### config.mk
export PLATFORM = sky130hd
export DESIGN_NAME = if_fetch_unit
export DESIGN_NICKNAME = d
export VERILOG_FILES = /design/src/rtl/if_fetch_unit.sv
export SDC_FILE = /design/constraint.sdc
export NUM_CORES = 1
export LEC_CHECK = 0
export CORE_AREA = 2 2 220 157
export CTS_CLUSTER_DIAMETER = 200
export DETAILED_ROUTE_END_ITERATION = 16
export DIE_AREA = 0 0 222 159
export GPL_ROUTABILITY_DRIVEN = 0
export PLACE_DENSITY = 0.61
export SYNTH_ARGS = -nofsm -noshare
export SYNTH_HDL_FRONTEND = slang
export SYNTH_SLANG_ARGS = --single-unit
### constraint.sdc
create_clock -name clk -period 8.6 [get_ports clk]
set_input_delay 1.72 -clock clk [delete_from_list [all_inputs] [get_ports clk]]
set_output_delay 1.72 -clock clk [all_outputs]
set_load 0.02 [all_outputs]
### src/rtl/if_fetch_unit.sv
// rtl/if_fetch_unit.sv - instruction fetch front end with PC, one-outstanding I-cache request and decode buffer
module if_fetch_unit #(
    parameter logic [31:0] RESET_PC  = 32'h0000_0000,
    parameter int          BUF_DEPTH = 2
) (
    input  logic        clk,
    input  logic        rst,
    output logic [31:0] cpu_req_addr,
    output logic        cpu_req_valid,
    input  logic [31:0] cpu_req_data,
    input  logic        cpu_req_ready,
    input  logic        redirect_valid,
    input  logic [31:0] redirect_pc,
    output logic        id_valid,
    output logic [31:0] id_pc,
    output logic [31:0] id_inst,
    input  logic        id_ready
);
    localparam int PW = $clog2(BUF_DEPTH);
    localparam int CW = PW + 1;

    typedef enum logic [1:0] {IDLE, FETCH, DISCARD} state_t;

    state_t          state_q, state_d;
    logic [31:0]     addr_q, addr_d;
    logic [31:0]     tgt_q, tgt_d;
    logic            valid_q, valid_d;
    logic [31:0]     pc_mem_q   [BUF_DEPTH];
    logic [31:0]     inst_mem_q [BUF_DEPTH];
    logic [PW-1:0]   rd_ptr_q, wr_ptr_q;
    logic [CW-1:0]   occ_q, occ_d;

    logic        resp, push, pop, slot_ok;
    logic [31:0] redir_pc;
    logic [1:0]  unused_redirect_lsb;

    assign unused_redirect_lsb = redirect_pc[1:0];
    assign redir_pc = {redirect_pc[31:2], 2'b00};
    assign resp     = valid_q & cpu_req_ready;
    assign pop      = (occ_q != '0) & id_ready;
    assign push     = resp & (state_q == FETCH) & ~redirect_valid;

    // A new request may only issue if its response is guaranteed a slot.
    assign occ_d   = redirect_valid ? '0 : occ_q + CW'(push) - CW'(pop);
    assign slot_ok = (occ_d <= CW'(BUF_DEPTH - 1));

    always_comb begin
        state_d = state_q;
        addr_d  = addr_q;
        valid_d = valid_q;
        tgt_d   = tgt_q;
        case (state_q)
            IDLE: begin
                state_d = FETCH;
                valid_d = 1'b1;
                if (redirect_valid) addr_d = redir_pc;
            end
            FETCH: begin
                if (valid_q && !cpu_req_ready) begin
                    // The cache has latched addr_q; keep it and drop the response later.
                    if (redirect_valid) begin
                        state_d = DISCARD;
                        tgt_d   = redir_pc;
                    end
                end else begin
                    if (redirect_valid) addr_d = redir_pc;
                    else if (resp)      addr_d = addr_q + 32'd4;
                    valid_d = slot_ok;
                end
            end
            DISCARD: begin
                if (redirect_valid) tgt_d = redir_pc;
                if (cpu_req_ready) begin
                    state_d = FETCH;
                    addr_d  = redirect_valid ? redir_pc : tgt_q;
                    valid_d = slot_ok;
                end
            end
            default: state_d = IDLE;
        endcase
    end

    always_ff @(posedge clk) begin
        if (!rst) begin
            state_q  <= IDLE;
            addr_q   <= RESET_PC;
            tgt_q    <= RESET_PC;
            valid_q  <= 1'b0;
            occ_q    <= '0;
            rd_ptr_q <= '0;
            wr_ptr_q <= '0;
            for (int i = 0; i < BUF_DEPTH; i++) begin
                pc_mem_q[i]   <= '0;
                inst_mem_q[i] <= '0;
            end
        end else begin
            state_q <= state_d;
            addr_q  <= addr_d;
            tgt_q   <= tgt_d;
            valid_q <= valid_d;
            occ_q   <= occ_d;
            if (redirect_valid) begin
                rd_ptr_q <= '0;
                wr_ptr_q <= '0;
            end else begin
                if (push) begin
                    pc_mem_q[wr_ptr_q]   <= addr_q;
                    inst_mem_q[wr_ptr_q] <= cpu_req_data;
                    wr_ptr_q             <= wr_ptr_q + PW'(1);
                end
                if (pop) rd_ptr_q <= rd_ptr_q + PW'(1);
            end
        end
    end

    assign cpu_req_addr  = addr_q;
    assign cpu_req_valid = valid_q;
    assign id_valid      = (occ_q != '0);
    assign id_pc         = pc_mem_q[rd_ptr_q];
    assign id_inst       = inst_mem_q[rd_ptr_q];
endmodule

==> metrics.md <==
| Metric | Value |
|---|---|
| CP delay by family, top | flip-flops |
| Register area share after synthesis | 0.536 |
| Sum Neg Setup Slack | 0 ps |
| Final period utilization | 0.490 |
| Compound-Gate Fraction of Synth Area | 0.130 |
| Via count | 7564 |
| Area leader, netlist | edfxtp_1 |
| Initial DRC count | 626 |
| HPWL reported at the end of detailed placement | 17800 µm |
| R2R Path End | cpu_req_addr[28] |
| Most common cell in the netlist | and2_1 |
| Die area | 35300 µm² |
| Startpoint type of the worst setup path | flop |
| Syn_area_per_cell | 10.6 µm² |
| Post-CTS Setup Bufs | 0 |
| Htree depth | 4 |
| Cell Pwr Density | 245 nW/µm² |
| Slowest cell on the critical path | dfxtp_4 |
| Post-route ant nets | 0 |
| Critical Path End Type | primary output |
| Seq. cell area | 5290 µm² |
| Final core utilization | 0.376 |
| Via density | 5.04 |
| Core area | 33100 µm² |
| Clk_lat worst skew | 450 ps |
| Syn_nets | 1007 |
| Slew headroom | 0.298 |
| DIE WIDTH | 222 µm |
| Post-synthesis mux area share | 0.0835 |
| Worst-path clk slew | 70 ps |
| Drc violations | 0 |
| Worst-path cell chain | mux2_2, clkdlybuf4s50_1 |
| Final Hold Fails | 0 |
| PostCTS Resize Cnt | 0 |
| Worst-path maximum fanout | 64 |
| Arrival time of the worst setup path | 2490 ps |
| Crit path largest cell delay | 950 ps |
| DR pass1 iterations | 5 |
| Share of cells above drive strength 1 | 0.118 |
| Filler cells | 3230 |
| Gr ovfl total | 0 |
| Tmin final | 4210 ps |
| Top_reg_cell synth | edfxtp_1 |
| Hold endpoint | tgt_q[26] |
| CTS tree | built |
| Slew Limit Fails | 0 |
| Final setup vio count | 0 |
| Hold crit path type | reg -> reg |
| Routed WL per cell | 18.5 µm |
| Yosys cell types | 63 |
| Hold path depth | 2 |
| Main combinational cell family by area after synthesis | simple AND/OR/NAND/NOR gates |
| RSZ-0062 raised after global routing | false |
| Asr flop ratio synth | 0 |
| Worst Hold Launch | tgt_q[26] |
| First-pass GRT wire length | 43900 µm |
| Post-Syn Instances | 930 |
| # IOs | 167 |
| Largest net degree at the start of global routing | 65 |
| Outcome | completed |
| Ant. Diodes | 0 |
| Crit path buf inv count | 1 |
| Mapped cell area | 9860 µm² |
| Number of synthesized flops with an enable pin | 128 |
| Max cap viols | 0 |
| Root buffer cell | clkbuf_16 |
| Least-Margin Pin Slew | 1050 ps |
| Die height | 159 µm |
| Synth Area in XOR/XNOR | 0.0124 |
| Hold_buf cts | 0 |
| Num CTS Buffers | 17 |
| NumNets Final | 1129 |
| Simple-Gate Fraction of Synth Area | 0.191 |
| Row count | 56 |
| Area growth from synthesis to layout | 26.5% |
| Number of global-route vias before repair | 7435 |
| Number of synthesized register bits | 200 |
| DRT Wirelength | 27800 µm |
| Reg2Reg Depth | 7 |
| Worst-case clock buffer depth | 2 |
| Starting Density | 0.298 |
| # clock sinks | 200 |
| Multi-input gate area | 4270 µm² |
| VDD IR max | 0.000111 V |
| Top cells by instance count after synthesis | and2_1 (131), edfxtp_1 (128), nand2_1 (92), dfxtp_1 (72), a21oi_1 (71) |
| PortBufs | 164 |
| LEAKAGE | 4.41 nW |
| Post-Route Skew | 12.2 ps |
| Synth top area share | 0.390 |
| Critical R2R Launch | state_q[0] |
| Adder-Cell Fraction of Synth Area | 0.0101 |
| Worst path required time | 6880 ps |
| Ys Warns | 0 |
| Kind of critical path | reg -> out |
| FF-to-FF setup slack | 5360 ps |
| Overall global routing resource usage | 0.161 |
| Initial antenna violation count | 0 |
| Top area cells in the synthesized netlist | edfxtp_1 (39%), dfxtp_1 (15%), and2_1 (8.3%), mux2_2 (7.5%), a21oi_1 (3.6%) |
| FMAX | 0.237 GHz |
## cells by family after synthesis
kind of cell,after synthesis
AO/OA/AOI/OAI,198
multiplexers,74
XOR/XNOR,14
buffers and inverters,89
adder cells (fa/ha/maj),8
flip-flops,200
AND/OR/NAND/NOR,347
## cell usage in the layout, fill, tap and decap left out, types with 9 or more instances in the layout
cell / n
o21a_1: 10
clkdlybuf4s50_1: 163
edfxtp_1: 128
nand2_1: 91
a221oi_1: 10
buf_4: 12
dfxtp_1: 71
mux2_2: 66
a21oi_1: 71
and3_1: 9
nor2_1: 32
a22o_1: 16
inv_1: 14
a22oi_1: 9
nand4_1: 16
o21ai_0: 32
xnor2_1: 9
nor3_1: 10
clkbuf_16: 18
nand3_1: 13
and2_1: 131
## per-stage QoR
step	cells	hold slack, ps	total power, mW	setup WS, ps	area [µm²]
4_1_cts	1500	457	3.08	4330	12500
2_1_floorplan	930	434	1.84	1370	9860
5_1_grt	1500	471	3.22	4250	12500
3_5_place_dp	1468	446	2.26	4140	11900
3_3_place_gp	1468	441	2.24	4190	11900
6_report	1500	454	3.05	4390	12500
## how the worst max path moves through the flow
stage                         startpoint          endpoint  slack, ps  cells past startpoint
after floorplan           redirect_valid  inst_mem_q[1][0]       1370                      3
after global placement               rst  inst_mem_q[1][8]       4190                      7
after detailed placement             rst  inst_mem_q[1][3]       4140                      7
after CTS                           flop        id_inst[8]       4330                      2
after global routing                flop         id_pc[24]       4250                      2
final                               flop        id_inst[8]       4390                      2
## worst min-delay path: stages, from the launching register on
cell     delay [ps]
dfxtp_1         310
nand2_1          50
a21oi_1          50
## cell type report
cell class              count  share of cell area
multi-input cells         641               0.342
well taps                 435              0.0436
clock inverters            12             0.00882
flip-flops and latches    200               0.424
inverters                  16             0.00481
repair buffers            176               0.138
clock buffers              20              0.0383
## per-layer routing
metal / global-route usage / wire, µm / up-vias / share of wire
met3: 0.0472 / 1990 / 22 / 0.072
met5: 0 / 0 / - / 0
met2: 0.242 / 12300 / 273 / 0.44
li1: - / - / 3610 / -
met1: 0.228 / 13200 / 3659 / 0.48
met4: 0.0353 / 287 / 0 / 0.010
## report_power, final
group	total, mW	switching, mW	internal [mW]	leakage [nW]
Sequential	1.31	0.176	1.13	1.91
Clock	0.814	0.378	0.436	0.289
Combinational	0.932	0.559	0.373	2.21
## flip-flops by register name (all words and copies together) (netlist names), named ones only
| signal | count |
|---|---|
| inst_mem_q | 64 |
| pc_mem_q | 64 |
| cpu_req_addr | 32 |
| tgt_q | 32 |
| occ_q | 2 |
| state_q | 2 |
| cpu_req_valid | 1 |
| rd_ptr_q | 1 |
| wr_ptr_q | 1 |
(Power assumes the default switching activity.)
==> RTL change 1: new RTL, same flow settings <==
Set the parameter `BUF_DEPTH` to 4 (it was 2).
--- a/src/rtl/if_fetch_unit.sv
+++ b/src/rtl/if_fetch_unit.sv
@@ -1,7 +1,7 @@
 // rtl/if_fetch_unit.sv - instruction fetch front end with PC, one-outstanding I-cache request and decode buffer
 module if_fetch_unit #(
     parameter logic [31:0] RESET_PC  = 32'h0000_0000,
-    parameter int          BUF_DEPTH = 2
+    parameter int          BUF_DEPTH = 4
 ) (
     input  logic        clk,
     input  logic        rst,
Function: changed (Yosys sat finds a counterexample within 4 cycles, from zero or initial values and one cycle with rst low).
==> RTL change 1 against the original RTL <==
Sequential power grew 60%. Largest cell class unchanged. Wire length is 43% higher. Combinational power increased by 5.5%. Sequential share of layout area is 7.2 points higher. Cell area is 49% higher. Register-to-register slack lost 0.26 ns. First-iteration DRC count up 38%. Area after synthesis up 57%. Clock skew grew 0.0023 ns. Total power rose by 49%. Worst setup slack lost 1.1 ns. Sequential cell count is 132 higher.
==> RTL change 1: results <==
set metrics [dict create \
    synth_top_cells_by_count "256 x edfxtp_1, 252 x and2_1, 95 x nand2_1" \
    synth-main-ff-cell "edfxtp_1" \
    synth_area_leaders "edfxtp_1 50%, and2_1 10%, dfxtp_1 9.8%, mux4_2 9.3%, nand2_1 2.3%" \
    diodes 0 \
    grt_first_pass_wirelength_um 61800 \
    clk_latency_ns 0.52 \
    placed_area_sq_um 17500 \
    worstHoldStart "tgt_q[8]" \
    hold_end "tgt_q[8]" \
    antenna_found_initial 1 \
    synth_edf_count 256 \
    relSlewSlack 0.170 \
    htree_levels 2 \
    grt_max_degree 65 \
    status "finished clean" \
    ir_drop_uv 144 \
    fin_skew_ns 0.0144 \
    muxShareOfSynthArea 0.0933 \
    synth_compound_area_frac 0.0892 \
    reg.largest.list "inst_mem_q x128, pc_mem_q x128" \
    drive_gt1_frac 0.119 \
    dr_total_vias 10400 \
    grt_pass1_vias 10500 \
    gr-usage-all-layers 0.226 \
    dp_hpwl_um 23600 \
    cts_resized 0 \
    r2r_slack_ns 5.10 \
    ys_types 69 \
    numPortBuffers 164 \
    cts_buffer_depth 3 \
    async_reset_ff_frac 0 \
    post-cts-setup-buffer-count 0 \
    nNetsFinal 1428 \
    wl_per_cell_um 21.9 \
    path_max_fanout 57 \
    hold_depth 2 \
    root_buffer "clkbuf_16" \
    firstDrtPassIters 5 \
    first_iter_violations 867 \
    synth_fp_nets 1308 \
    min_path_type "flip-flop to flip-flop" \
    cts_made_buffers 36 \
    synth-xor-area-share 0.00680 \
    r2r-start "state_q[1]" \
    ys_seq_area_frac 0.596 \
    timing.rr.end "inst_mem_q[2][10]" \
    leakagePower_nw 6.47 \
    synthAdderAreaFrac 0.00777 \
]
[RTL change 1: cell count changes in the layout (fill, tap and decap cells not counted), moves of 6 or more]
cell,before,now
a21boi_0,2,12
o21ai_0,32,45
mux4_2,0,64
and2_1,131,252
nor2_1,32,41
mux2i_1,8,0
mux2_2,66,0
clkbuf_16,18,37
a22o_1,16,10
clkbuf_1,0,8
a21oi_1,71,45
edfxtp_1,128,256
[RTL change 1: area by class of cell]
| cell class | instances | area (sq um) |
|---|---|---|
| sequential | 332 | 9220 |
| timing repair buffer | 181 | 1760 |
| multi-input combinational | 783 | 5900 |
| tap | 435 | 544 |
| clock buffer | 49 | 1010 |
| clock inverter | 13 | 97.6 |
| fill | 2816 | 14600 |
| inverter | 16 | 60.1 |
[RTL change 1: through the flow]
step | power, mW | std cells | worst slack, ns | hold slack [ns] | utilization
floorplan | 2.64 | 1230 | 0.900 | 0.432 | -
global placement | 3.08 | 1747 | 3.01 | 0.439 | 0.527
CTS | 4.58 | 1809 | 3.50 | 0.456 | 0.561
global route | 4.75 | 1809 | 3.08 | 0.470 | 0.561
detailed placement | 3.10 | 1747 | 2.95 | 0.447 | 0.527
finish | 4.55 | 1809 | 3.33 | 0.455 | 0.561
[RTL change 1: cells by family after synthesis]
family	count (synthesis)
adders and majority gates	9
xor gates and xnor gates	12
AOI/OAI and AO/OA	204
and+or+nand+nor	494
muxes	64
buffers and inverters	115
DFF	332
[RTL change 1: power by group]
part / switching, mW / leakage, nW / internal, mW / total, mW
sequential: 0.225 / 3.26 / 1.86 / 2.09
combinational: 0.590 / 2.67 / 0.393 / 0.983
clock: 0.623 / 0.539 / 0.854 / 1.48
total: 1.44 / 6.47 / 3.11 / 4.55
[RTL change 1: worst max-delay path: stages]
cell and delay (ns):
buf_2 0.07, buf_4 0.50, clkinv_1 0.80, a22oi_1 0.90, and2_0 0.87, buf_4 0.38, o21ai_0 0.12, a32o_1 0.29
[RTL change 1: per-layer routing]
metal / global-route usage / up-vias / wire length, um
met4: 0.0455 / 2 / 586
met5: 0 / - / 13
met1: 0.326 / 5296 / 18200
met3: 0.0384 / 44 / 2200
li1: - / 4772 / -
met2: 0.362 / 289 / 18700
[RTL change 1: how the worst max path moves through the flow]
stage,endpoint,startpoint
final,cpu_req_addr[19],redirect_valid
after global routing,cpu_req_addr[17],redirect_valid
after CTS,cpu_req_addr[17],redirect_valid
after detailed placement,cpu_req_addr[19],redirect_valid
after global placement,cpu_req_addr[17],redirect_valid
after floorplan,inst_mem_q[0][0],redirect_valid
==> RTL change 2: new RTL, config.mk and constraints unchanged <==
Made on the original files. Reset style: asynchronous (`rst`), changed in one clocked block.
--- a/src/rtl/if_fetch_unit.sv
+++ b/src/rtl/if_fetch_unit.sv
@@ -80,7 +80,7 @@
         endcase
     end
 
-    always_ff @(posedge clk) begin
+    always_ff @(posedge clk or negedge rst) begin
         if (!rst) begin
             state_q  <= IDLE;
             addr_q   <= RESET_PC;
Function: differs if rst is asserted again (counterexample within 4 cycles, from zero or initial values and one cycle with rst low); with rst held inactive, the same outputs for 4 cycles.
==> RTL change 2 against the original RTL <==
Worst setup slack worse by 0.079 ns. Cell area up 0.89%. Final cell count down 4.9%. Critical path depth unchanged. First-iteration DRC count down 44%. Highest routed layer unchanged. Wire length down 0.84%. Sequential cell count down 1. Area after synthesis up 1.5%. Synthesized cell count down 9.9%.
Power is not compared: it rests on default switching activity, and its combinational part moved more than twofold at a synthesized area within 25%.
==> RTL change 2: results <==
set metrics [dict create \
    relSlewSlack 0.327 \
    comb.multi_input.count 569 \
    crit_path_end "id_pc[22]" \
    synth_area_leaders "dfrtp_1 50%, mux2_2 25%, o21ai_0 2.3%, nand2_1 1.7%, nor2_1 1.4%" \
    nNonClkInverters 11 \
    syn_area_per_cell_sq_um 11.9 \
    period_needed_ns 4.29 \
    ys_seq_area_frac 0.498 \
    grt_max_degree 79 \
    status "finished clean" \
    crit_path_max_incr_delay_ns 1.10 \
    clk_share 0.0453 \
    globalRouteMet1Util 0.224 \
    hold_end "pc_mem_q[0]" \
    gr-usage-all-layers 0.159 \
    first_iter_violations 348 \
    hold_slack_ns 0.487 \
    r2r_slack_ns 5.03 \
    path_max_fanout 65 \
    routed_wl_um 27500 \
    grt_pass1_vias 7216 \
    wl_per_cell_um 19.3 \
    nFillCells 3210 \
    viasPerCell 5.09 \
    r2r-start "state_q[1]" \
    placed_area_sq_um 12000 \
    wl_met2_um 12500 \
    nNetsFinal 1053 \
    synth_fp_nets 915 \
    synth-main-ff-cell "dfrtp_1" \
    drive_gt1_frac 0.296 \
    flops_and_latches 199 \
    multi_input_area_sq_um 4700 \
    grt_first_pass_wirelength_um 43700 \
    nonClkBufAreaFrac 0.139 \
    cp_data_arrival_time_ns 2.57 \
    wl_met3_um 1740 \
]
-- RTL change 2: cell count changes in the layout (fill, tap and decap cells not counted), sizes merged, moves of 6 or more --
cell    unedited run  this run
a221oi            10         2
dfxtp             72         0
and2             131         6
nand2             92        47
o21ai             35        47
nand2b             7         1
a22o              16         6
edfxtp           128         0
a21oi             72        16
mux2              66       225
a32oi              0         9
dfrtp              0       199
o21a              10         2
-- RTL change 2: cell families (layout without fill, tap and decap cells) --
logic type,Yosys count,in the layout,synth area share
mux,229,229,0.257
flops,199,199,0.498
simple gates,169,169,0.0864
compound gates,152,152,0.105
buf+inv,70,220,0.0344
xor+xnor,11,11,0.00963
fa+ha+maj,8,8,0.0100
other cells,0,3,0
-- RTL change 2: critical path, delay by kind of cell, from the launching register on --
kind	cells	cell delay (ns)
flip-flops	1	1.10
buffers and inverters	1	0.57
multiplexers	1	0.42
-- RTL change 2: report_power, final --
group	internal, mW	switching [mW]
clock	0.419	0.385
combinational	1.23	1.19
sequential	1.35	0.399
